===== src/rtl/cpu_pkg.sv =====
`default_nettype none
// +------------------------------------------------------------------+
// | cpu_pkg: control-bundle layout and shared codes for ID/EX        |
// | Rev 1.0 - initial release                                        |
// +------------------------------------------------------------------+
package cpu_pkg;

  localparam int CTRL_W = 20;

  // Bit positions inside the packed control bundle (LSB first)
  localparam int CB_MEMTOREG = 0;
  localparam int CB_MEMWRITE = 1;
  localparam int CB_BRANCH   = 2;
  localparam int CB_ALUSRC   = 3;
  localparam int CB_REGDST   = 4;
  localparam int CB_REGWRITE = 5;
  localparam int CB_JUMP     = 6;
  localparam int CB_JR       = 7;
  localparam int CB_LINK     = 8;
  localparam int CB_ARITH_U  = 9;
  localparam int CB_COPROC   = 10;
  localparam int CB_BYTE_LO  = 11;
  localparam int CB_BYTE_HI  = 14;
  localparam int CB_ALUOP_LO = 15;
  localparam int CB_ALUOP_HI = 19;

  localparam logic [3:0] BYTE_WD   = 4'b1111;
  localparam logic [3:0] BYTE_HW   = 4'b0011;
  localparam logic [3:0] BYTE_BY   = 4'b0001;
  localparam logic [3:0] BYTE_NONE = 4'b0000;

  localparam logic [4:0] REG_RA = 5'd31;

  typedef enum logic [4:0] {
    ALU_ADD = 5'd0,
    ALU_SUB = 5'd1,
    ALU_AND = 5'd2,
    ALU_OR  = 5'd3,
    ALU_XOR = 5'd4,
    ALU_NOR = 5'd5,
    ALU_SLT = 5'd6,
    ALU_SLL = 5'd7,
    ALU_SRL = 5'd8,
    ALU_SRA = 5'd9,
    ALU_LUI = 5'd10,
    ALU_MUL = 5'd11
  } alu_op_e;

  function automatic logic [4:0] ctrl_dest(input logic link, input logic regdst,
                                           input logic [4:0] rt, input logic [4:0] rd);
    return link ? REG_RA : (regdst ? rd : rt);
  endfunction

endpackage
`default_nettype wire


===== src/rtl/hazard_detect.sv =====
`default_nettype none
// +------------------------------------------------------------------+
// | hazard_detect: load-use compare between EX load and ID sources   |
// | Rev 1.0 - initial release                                        |
// +------------------------------------------------------------------+
module hazard_detect (
  input  logic       ex_valid_i,
  input  logic       ex_memtoreg_i,
  input  logic       ex_regwrite_i,
  input  logic [4:0] ex_dest_i,
  input  logic       id_valid_i,
  input  logic [4:0] id_rs_i,
  input  logic [4:0] id_rt_i,
  output logic       load_use_o
);

  logic w_ex_is_load;
  logic w_src_match;

  // rt is compared for every opcode; a spurious stall is cheaper than decoding use
  always_comb begin
    w_ex_is_load = ex_valid_i & ex_memtoreg_i & ex_regwrite_i & (ex_dest_i != 5'd0);
    w_src_match  = (ex_dest_i == id_rs_i) | (ex_dest_i == id_rt_i);
    load_use_o   = w_ex_is_load & id_valid_i & w_src_match;
  end

endmodule
`default_nettype wire


===== src/rtl/id_ex_stage.sv =====
`default_nettype none
// +------------------------------------------------------------------+
// | id_ex_stage: ID/EX pipeline register with load-use and mul stall |
// | Rev 1.0 - initial release                                        |
// +------------------------------------------------------------------+
module id_ex_stage
  import cpu_pkg::*;
#(
  parameter int CTRL_W     = 20,
  parameter int MUL_CYCLES = 4
) (
  input  logic              clk,
  input  logic              rst,
  input  logic              id_valid_i,
  input  logic [CTRL_W-1:0] id_ctrl_i,
  input  logic              id_is_mul_i,
  input  logic [4:0]        id_rs_i,
  input  logic [4:0]        id_rt_i,
  input  logic [4:0]        id_rd_i,
  input  logic [31:0]       id_rs_data_i,
  input  logic [31:0]       id_rt_data_i,
  input  logic [31:0]       id_imm_i,
  input  logic [31:0]       id_pc4_i,
  input  logic              flush_i,
  input  logic              ex_hold_i,
  output logic              stall_o,
  output logic              ex_valid_o,
  output logic [CTRL_W-1:0] ex_ctrl_o,
  output logic [4:0]        ex_rs_o,
  output logic [4:0]        ex_rt_o,
  output logic [4:0]        ex_dest_o,
  output logic [31:0]       ex_rs_data_o,
  output logic [31:0]       ex_rt_data_o,
  output logic [31:0]       ex_imm_o,
  output logic [31:0]       ex_pc4_o,
  output logic              ex_mul_busy_o
);

  localparam int               CNT_W    = $clog2(MUL_CYCLES) + 1;
  localparam logic [CNT_W-1:0] MUL_LOAD = CNT_W'(MUL_CYCLES - 1);

  logic              ex_valid_q,   ex_valid_d;
  logic [CTRL_W-1:0] ex_ctrl_q,    ex_ctrl_d;
  logic [4:0]        ex_rs_q,      ex_rs_d;
  logic [4:0]        ex_rt_q,      ex_rt_d;
  logic [4:0]        ex_dest_q,    ex_dest_d;
  logic [31:0]       ex_rs_data_q, ex_rs_data_d;
  logic [31:0]       ex_rt_data_q, ex_rt_data_d;
  logic [31:0]       ex_imm_q,     ex_imm_d;
  logic [31:0]       ex_pc4_q,     ex_pc4_d;
  logic [CNT_W-1:0]  mul_cnt_q,    mul_cnt_d;

  logic w_load_use;
  logic w_mul_active;
  logic w_bubble;

  hazard_detect u_hazard_detect (
    .ex_valid_i    (ex_valid_q),
    .ex_memtoreg_i (ex_ctrl_q[CB_MEMTOREG]),
    .ex_regwrite_i (ex_ctrl_q[CB_REGWRITE]),
    .ex_dest_i     (ex_dest_q),
    .id_valid_i    (id_valid_i),
    .id_rs_i       (id_rs_i),
    .id_rt_i       (id_rt_i),
    .load_use_o    (w_load_use)
  );

  always_comb begin
    w_mul_active = (mul_cnt_q != '0);
    w_bubble     = w_load_use | flush_i | ~id_valid_i;
    stall_o      = ~rst & (ex_hold_i | w_mul_active | w_load_use);
  end

  always_comb begin
    ex_valid_d   = ex_valid_q;
    ex_ctrl_d    = ex_ctrl_q;
    ex_rs_d      = ex_rs_q;
    ex_rt_d      = ex_rt_q;
    ex_dest_d    = ex_dest_q;
    ex_rs_data_d = ex_rs_data_q;
    ex_rt_data_d = ex_rt_data_q;
    ex_imm_d     = ex_imm_q;
    ex_pc4_d     = ex_pc4_q;
    mul_cnt_d    = mul_cnt_q;

    if (ex_hold_i) begin
      mul_cnt_d = mul_cnt_q;
    end else if (w_mul_active) begin
      mul_cnt_d = mul_cnt_q - CNT_W'(1);
    end else begin
      // Data fields load through even for bubbles; only valid/ctrl/dest are cleared
      ex_rs_d      = id_rs_i;
      ex_rt_d      = id_rt_i;
      ex_rs_data_d = id_rs_data_i;
      ex_rt_data_d = id_rt_data_i;
      ex_imm_d     = id_imm_i;
      ex_pc4_d     = id_pc4_i;
      if (w_bubble) begin
        ex_valid_d = 1'b0;
        ex_ctrl_d  = '0;
        ex_dest_d  = 5'd0;
        mul_cnt_d  = '0;
      end else begin
        ex_valid_d = 1'b1;
        ex_ctrl_d  = id_ctrl_i;
        ex_dest_d  = ctrl_dest(id_ctrl_i[CB_LINK], id_ctrl_i[CB_REGDST], id_rt_i, id_rd_i);
        mul_cnt_d  = id_is_mul_i ? MUL_LOAD : '0;
      end
    end
  end

  always_ff @(posedge clk) begin
    if (rst) begin
      ex_valid_q   <= 1'b0;
      ex_ctrl_q    <= '0;
      ex_rs_q      <= 5'd0;
      ex_rt_q      <= 5'd0;
      ex_dest_q    <= 5'd0;
      ex_rs_data_q <= 32'd0;
      ex_rt_data_q <= 32'd0;
      ex_imm_q     <= 32'd0;
      ex_pc4_q     <= 32'd0;
      mul_cnt_q    <= '0;
    end else begin
      ex_valid_q   <= ex_valid_d;
      ex_ctrl_q    <= ex_ctrl_d;
      ex_rs_q      <= ex_rs_d;
      ex_rt_q      <= ex_rt_d;
      ex_dest_q    <= ex_dest_d;
      ex_rs_data_q <= ex_rs_data_d;
      ex_rt_data_q <= ex_rt_data_d;
      ex_imm_q     <= ex_imm_d;
      ex_pc4_q     <= ex_pc4_d;
      mul_cnt_q    <= mul_cnt_d;
    end
  end

  assign ex_valid_o    = ex_valid_q;
  assign ex_ctrl_o     = ex_ctrl_q;
  assign ex_rs_o       = ex_rs_q;
  assign ex_rt_o       = ex_rt_q;
  assign ex_dest_o     = ex_dest_q;
  assign ex_rs_data_o  = ex_rs_data_q;
  assign ex_rt_data_o  = ex_rt_data_q;
  assign ex_imm_o      = ex_imm_q;
  assign ex_pc4_o      = ex_pc4_q;
  assign ex_mul_busy_o = w_mul_active;

endmodule
`default_nettype wire


===== config.mk =====
export PLATFORM = sky130hd
export DESIGN_NAME = id_ex_stage
export DESIGN_NICKNAME = d
export VERILOG_FILES = /design/src/rtl/cpu_pkg.sv /design/src/rtl/hazard_detect.sv /design/src/rtl/id_ex_stage.sv
export SDC_FILE = /design/constraint.sdc
export NUM_CORES = 1
export LEC_CHECK = 0
export ABC_CLOCK_PERIOD_IN_PS = 5900
export CORE_ASPECT_RATIO = 1.1
export CORE_MARGIN = 10
export CORE_UTILIZATION = 42
export DETAILED_ROUTE_END_ITERATION = 8
export PLACE_DENSITY_LB_ADDON = 0.15
export SLEW_MARGIN = 20
export SYNTH_ARGS = -nofsm -noshare
export SYNTH_HDL_FRONTEND = slang
export SYNTH_SLANG_ARGS = --single-unit

===== constraint.sdc =====
create_clock -name clk -period 5.9 [get_ports clk]
set_input_delay 1.18 -clock clk [delete_from_list [all_inputs] [get_ports clk]]
set_output_delay 1.18 -clock clk [all_outputs]
set_load 0.05 [all_outputs]

==> results of run 1 <==
-- logic make-up (layout without fill, tap and decap cells) --
logic type      count (synthesis)  after routing  synth area share, %
xor+xnor                       10             10                 1.40
compound gates                210            210                 18.8
simple gates                  319            319                 20.1
buf+inv                        70            379                 5.28
fa+ha+maj                       3              3                0.602
mux                             1              1                0.161
flops                         167            167                 53.6
-- registers in the layout (all words and copies together) (netlist names) --
register and cells:
ex_ctrl_o 20, ex_dest_o 5, ex_imm_o 32, ex_pc4_o 32, ex_rs_data_o 32, ex_rs_o 5, ex_rt_data_o 32, ex_rt_o 5
ex_valid_o 1, mul_cnt_q 3
-- how the worst max path moves through the flow --
stage	endpoint	start	slack (ns)
floorplan	stall_o	id_rs_i[4]	2.41
global placement	stall_o	id_valid_i	1.33
detailed placement	stall_o	id_valid_i	1.29
CTS	stall_o	id_valid_i	1.29
global route	stall_o	id_valid_i	1.19
finish	stall_o	id_valid_i	1.29
-- layout by cell type (no fill, tap or decap), types with 3 or more instances in the layout --
cell type        count
inv_1                5
buf_4                8
clkbuf_8             3
a211o_1              5
a21oi_1            151
a22oi_1              6
nand2_1            298
clkbuf_1             4
ha_1                 3
nor2_1               7
dfxtp_1            167
bufinv_16            3
nor2b_1              5
clkinv_2             3
clkbuf_16           17
a32oi_1             20
clkdlybuf4s50_1    333
o21ai_1             21
xnor2_1             10
-- layer usage --
layer	up-vias	GRT usage (%)	share of wire, %
li1	3165	-	-
met1	2862	23.3	37
met2	273	35.3	49
met3	50	9.76	11
met4	0	9.86	3.3
met5	-	0	0
-- final cells by class --
cell class / count / area, um2
clock buffer: 24 / 482
tap: 192 / 240
inverter: 6 / 22.5
fill: 1188 / 4320
multi-input combinational: 543 / 2580
timing repair buffer: 341 / 3390
clock inverter: 8 / 120
sequential: 167 / 3340
-- where the power goes --
group          switching (W)  internal, W
clock               0.000427     0.000698
sequential         0.0000376      0.00120
combinational       0.000459     0.000276
-- critical path: stages --
cell	delay, ns
clkdlybuf4s50_1	0.51
nand4_1	0.12
a21o_1	0.48
nor2_1	0.20
a21o_1	0.13
clkdlybuf4s50_1	0.80
-- stage by stage --
stage / hold WS (ns) / total power (W) / instance area (um2) / setup WS (ns) / utilization (%)
final: 0.450 / 0.00310 / 10200 / 1.29 / 70.2
after global routing: 0.465 / 0.00322 / 10200 / 1.19 / 70.2
after CTS: 0.454 / 0.00313 / 10200 / 1.29 / 70.2
after detailed placement: 0.446 / 0.00200 / 9580 / 1.29 / 66.0
after global placement: 0.441 / 0.00200 / 9580 / 1.33 / 66.0
after floorplan: 0.465 / 0.00169 / 6240 / 2.41 / -
==> metrics.csv, run 1 <==
stage,metric,value,unit
floorplan,initial_core_util,43.0,%
power,p_leak,3.72,nW
routing,wirelength,22.9,mm
timing,fin_skew,0.00672,ns
clock_tree,cts_buffers,17,
synth,avgSynthCellArea,7.99,um2
synth,syn_nets,952,
power,power_density,304,mW/mm2
clock_tree,clkSlewWorstSetupHoldPaths,0.06,ns
worst_hold_path,min_from,ex_rt_data_o[23]$_SDFFE_PP0P_,
timing,slew_headroom,28.9,%
flow_run,cap_violations,0,
clock_tree,postCtsSetupRepairBufs,0,
critical_path,rrSetupSlack,3.12,ns
timing,setup_viol,0,
clock_tree,cts_root_buffer,clkbuf_16,
critical_path,rr_endpoint,ex_pc4_o[8]$_SDFFE_PP0P_,
routing,vias,6350,
worst_hold_path,min_to,ex_rt_data_o[23]$_SDFFE_PP0P_,
clock_tree,insertion_delay,0.42,ns
critical_path,critPathKind,in2out,
synth,ys_ff_latch,167,
placement,portBuffers,334,
clock_tree,htreeDepth,4,
floorplan,die-width,136,um
synth,post-synth-top-count-cell,nand2_1,
run_status,status,"complete, no violations",
critical_path,critPathLaunchType,primary input,
synth,synth_cell_types,29,
timing,fmax,217,MHz
clock_tree,cts_tree,done,
synth,yosysTopAreaCell,dfxtp_1,
timing,finalSetupTns,0,ns
routing,viasPerCell,4.96,
floorplan,die_h,148,um
clock_tree,clkSinkCount,167,
synth,yosysSeqAreaShare,53.6,%
placement,gp_congestion,0.834,
floorplan,io_pins,335,
routing,first_pass_iters,5,
synth,synthFlopType,dfxtp_1,
placement,dp_cells,1249,
synth,synthTopCellsByCount,"nand2_1 (298), dfxtp_1 (167), a21oi_1 (151)",
synth,yosys_warnings,0,
floorplan,core_area,0.0145,mm2
synth,synthesis.area,0.00624,mm2
finish,design.final.nets,1248,
finish,n_antenna_cell,0,
critical_path,worstPathMaxFanout,27,
worst_hold_path,min_path_type,reg2reg,
global_route,gr-usage-all-layers,21.6,%
timing,drv_slew,0,
timing,rsz0062_at_grt,false,
critical_path,crit_arrival,3.43,ns
global_route,grt_pass1_vias,5972,
floorplan,rows,46,
routing,drc,0,
placement,post-dp-hpwl,16.6,mm
finish,syn_to_final_growth,63.3,%
critical_path,r2r_cells,8,
global_route,grt_pass1_wl,34.1,mm
critical_path,r2r-start,mul_cnt_q[0]$_SDFFE_PP0N_,
synth,async_flop_share,0,%
clock_tree,postCtsHoldBufs,0,
timing,fin_crit,4.61,ns
synth,synthCells,780,
finish,final_layout_size_suffix_gt1_share,3.86,%
finish,finalNonFillerCells,1281,
global_route,grt_overflow,0,
synth,synth_edf_count,0,
timing,min_period_over_period,78.1,%
synth,synth.area.top_cells,"dfxtp_1 (54%), nand2_1 (18%), a21oi_1 (12%)",
power,vdd_drop_max,178,uV
timing,tightestPinTransition,1.07,ns
worst_hold_path,worstHoldPathCells,2,
timing,final_hold_viol_count,0,
clock_tree,clockBufferDepth,2,
critical_path,cp_data_required_time,4.72,ns
global_route,antenna_found_initial,0,
synth,yosys.area.top_type_share,53.6,%
floorplan,die-area,0.0201,mm2
global_route,grt_max_degree,98,
routing,detail-route-antenna-nets,0,
routing,drtIter0Drc,420,
critical_path,endpoint_kind,output port,
clock_tree,cts_resized,0,
routing,wl_per_cell,17.8,um
(Power assumes the default switching activity.)
==> inputs of run 2 (changes only) <==
ABC_CLOCK_PERIOD_IN_PS = 4700   (was 5900)
CORE_UTILIZATION = 39   (was 42)
clock period = 4.7 ns   (was 5.9 ns; I/O delays follow)
==> metrics.csv, run 2 (synthesized netlist as in run 1, its figures left out) <==
stage,metric,value,unit
floorplan,io_pins,335,
power,swShare,31.1,%
finish,multi_input_area,0.00258,mm2
clock_tree,cts_tree,done,
routing,drc,0,
placement,portBuffers,334,
global_route,gr-usage-all-layers,20.2,%
critical_path,endpoint_kind,output port,
worst_hold_path,min_to,ex_rs_data_o[2]$_SDFFE_PP0P_,
timing,tightestPinTransition,0.966,ns
critical_path,crit_top_cell,a21o_1,
flow_run,cap_violations,0,
power,vdd_drop_max,206,uV
routing,drtIter0Drc,428,
critical_path,worstPathMaxFanout,27,
finish,regArea,0.00334,mm2
power,pwr-share-clk,34.4,%
run_status,status,"complete, no violations",
routing,first_pass_iters,4,
clock_tree,clockBufferDepth,2,
critical_path,cp_cell_sequence,clkdlybuf4s50_1 > nand4_1 > a21o_1 > nor2_1 > a21o_1 > buf_4,
floorplan,die-width,141,um
clock_tree,clkSlewWorstSetupHoldPaths,0.06,ns
routing,detail-route-antenna-nets,0,
critical_path,crit_arrival,2.70,ns
worst_hold_path,worstHoldPathCells,2,
floorplan,core_area,0.0157,mm2
critical_path,crit_slowest_cell,a21o_1,
timing,setup_viol,0,
finish,design.final.nets,1249,
finish,final_layout_size_suffix_gt1_share,4.13,%
clock_tree,cts_root_buffer,clkbuf_16,
placement,gp_congestion,0.823,
critical_path,r2r-start,mul_cnt_q[0]$_SDFFE_PP0N_,
power,p_leak,3.72,nW
timing,fin_crit,3.64,ns
power,p_sw,0.00117,W
global_route,grt_max_degree,120,
critical_path,cp_data_required_time,3.76,ns
clock_tree,cts_resized,0,
finish,final_common_cell,clkdlybuf4s50_1,
power,intPower,0.00260,W
floorplan,die-area,0.0215,mm2
routing,vias,6227,
clock_tree,insertion_delay,0.41,ns
global_route,grt_pass1_vias,6097,
critical_path,r2r_cells,8,
routing,viasPerCell,4.82,
routing,wl_per_cell,17.4,um
finish,nFillCells,1372,
floorplan,rows,48,
finish,syn_to_final_growth,62.9,%
critical_path,path_buf_inv,2,
critical_path,critPathLaunchType,primary input,
clock_tree,postCtsSetupRepairBufs,0,
finish,final_cell_mix,"clkdlybuf4s50_1 (332), nand2_1 (298), dfxtp_1 (167)",
floorplan,die_h,153,um
power,pwr-share-seq,41.1,%
critical_path,critPathKind,in2out,
floorplan,initial_core_util,39.8,%
timing,finalSetupTns,0,ns
timing,fin_hold_ws,0.452,ns
power,p_comb_share,24.4,%
clock_tree,postCtsHoldBufs,0,
clock_tree,htreeDepth,4,
worst_hold_path,min_path_type,reg2reg,
critical_path,rr_endpoint,ex_imm_o[2]$_SDFFE_PP0P_,
critical_path,rrSetupSlack,1.91,ns
global_route,grt_overflow,0,
timing,fin_skew,0.0108,ns
worst_hold_path,min_from,ex_rs_data_o[2]$_SDFFE_PP0P_,
timing,rsz0062_at_grt,false,
timing,drv_slew,0,
global_route,grt_pass1_wl,35.0,mm
timing,final_hold_viol_count,0,
critical_path,slowest_delay,0.67,ns
placement,post-dp-hpwl,16.3,mm
timing,min_period_over_period,77.4,%
routing,wirelength,22.5,mm
critical_path,crit_family,compound AO/OA/AOI/OAI gates,
clock_tree,clkSinkCount,167,
clock_tree,cts_buffers,17,
timing,slew_headroom,35.6,%
timing,fmax,275,MHz
global_route,antenna_found_initial,2,
power,power_density,372,mW/mm2
==> run 2: how the worst max path moves through the flow <==
| stage | startpoint | endpoint | slack [ns] | depth (start not counted) |
|---|---|---|---|---|
| finish | id_valid_i | stall_o | 1.06 | 6 |
| CTS | id_valid_i | stall_o | 1.04 | 6 |
| global route | id_valid_i | stall_o | 0.93 | 6 |
| floorplan | id_rs_i[4] | stall_o | 1.69 | 6 |
| detailed placement | id_valid_i | stall_o | 1.04 | 6 |
| global placement | id_valid_i | stall_o | 1.08 | 6 |
==> run 2: area by class of cell <==
class                      count  area share (%)
timing repair buffer         342            33.6
clock inverter                11           0.997
multi-input combinational    543            25.4
sequential                   167            32.9
clock buffer                  21            4.43
inverter                       6           0.222
antenna                        1          0.0246
tap                          200            2.46
==> run 2: stage by stage <==
stage	util [%]	setup WS, ns	instance area (um2)	cells	total power, W
6_report	64.8	1.06	10200	1291	0.00378
5_1_grt	64.8	0.934	10200	1291	0.00394
4_1_cts	64.8	1.04	10200	1290	0.00382
3_5_place_dp	61.3	1.04	9610	1258	0.00251
3_3_place_gp	61.3	1.08	9610	1258	0.00251
2_1_floorplan	-	1.69	6240	780	0.00212
==> run 2: power by group through the flow <==
stage	Clock, W	Sequential, W	Combinational [W]
2_1_floorplan	0	0.00189	0.000231
6_report	0.00130	0.00155	0.000922
4_1_cts	0.00134	0.00155	0.000932
3_3_place_gp	0	0.00158	0.000926
3_5_place_dp	0	0.00158	0.000929
5_1_grt	0.00139	0.00156	0.000983
==> run 2: worst reg2reg max path: cells and delay by family (launching register included) <==
kind / cells / cell delay [ns]
AO/OA/AOI/OAI: 1 / 0.16
AND/OR/NAND/NOR: 2 / 0.41
adder cells (fa/ha/maj): 2 / 0.48
flip-flops: 1 / 0.31
buffers and inverters: 3 / 1.35
==> run 2: metal layers <==
metal | global-route usage [%] | wire length [um] | vias up
met3 | 8.14 | 2130 | 29
li1 | - | - | 3170
met1 | 22.7 | 8820 | 2793
met4 | 7.53 | 485 | 2
met2 | 33.5 | 11000 | 233
met5 | 0 | 13 | -
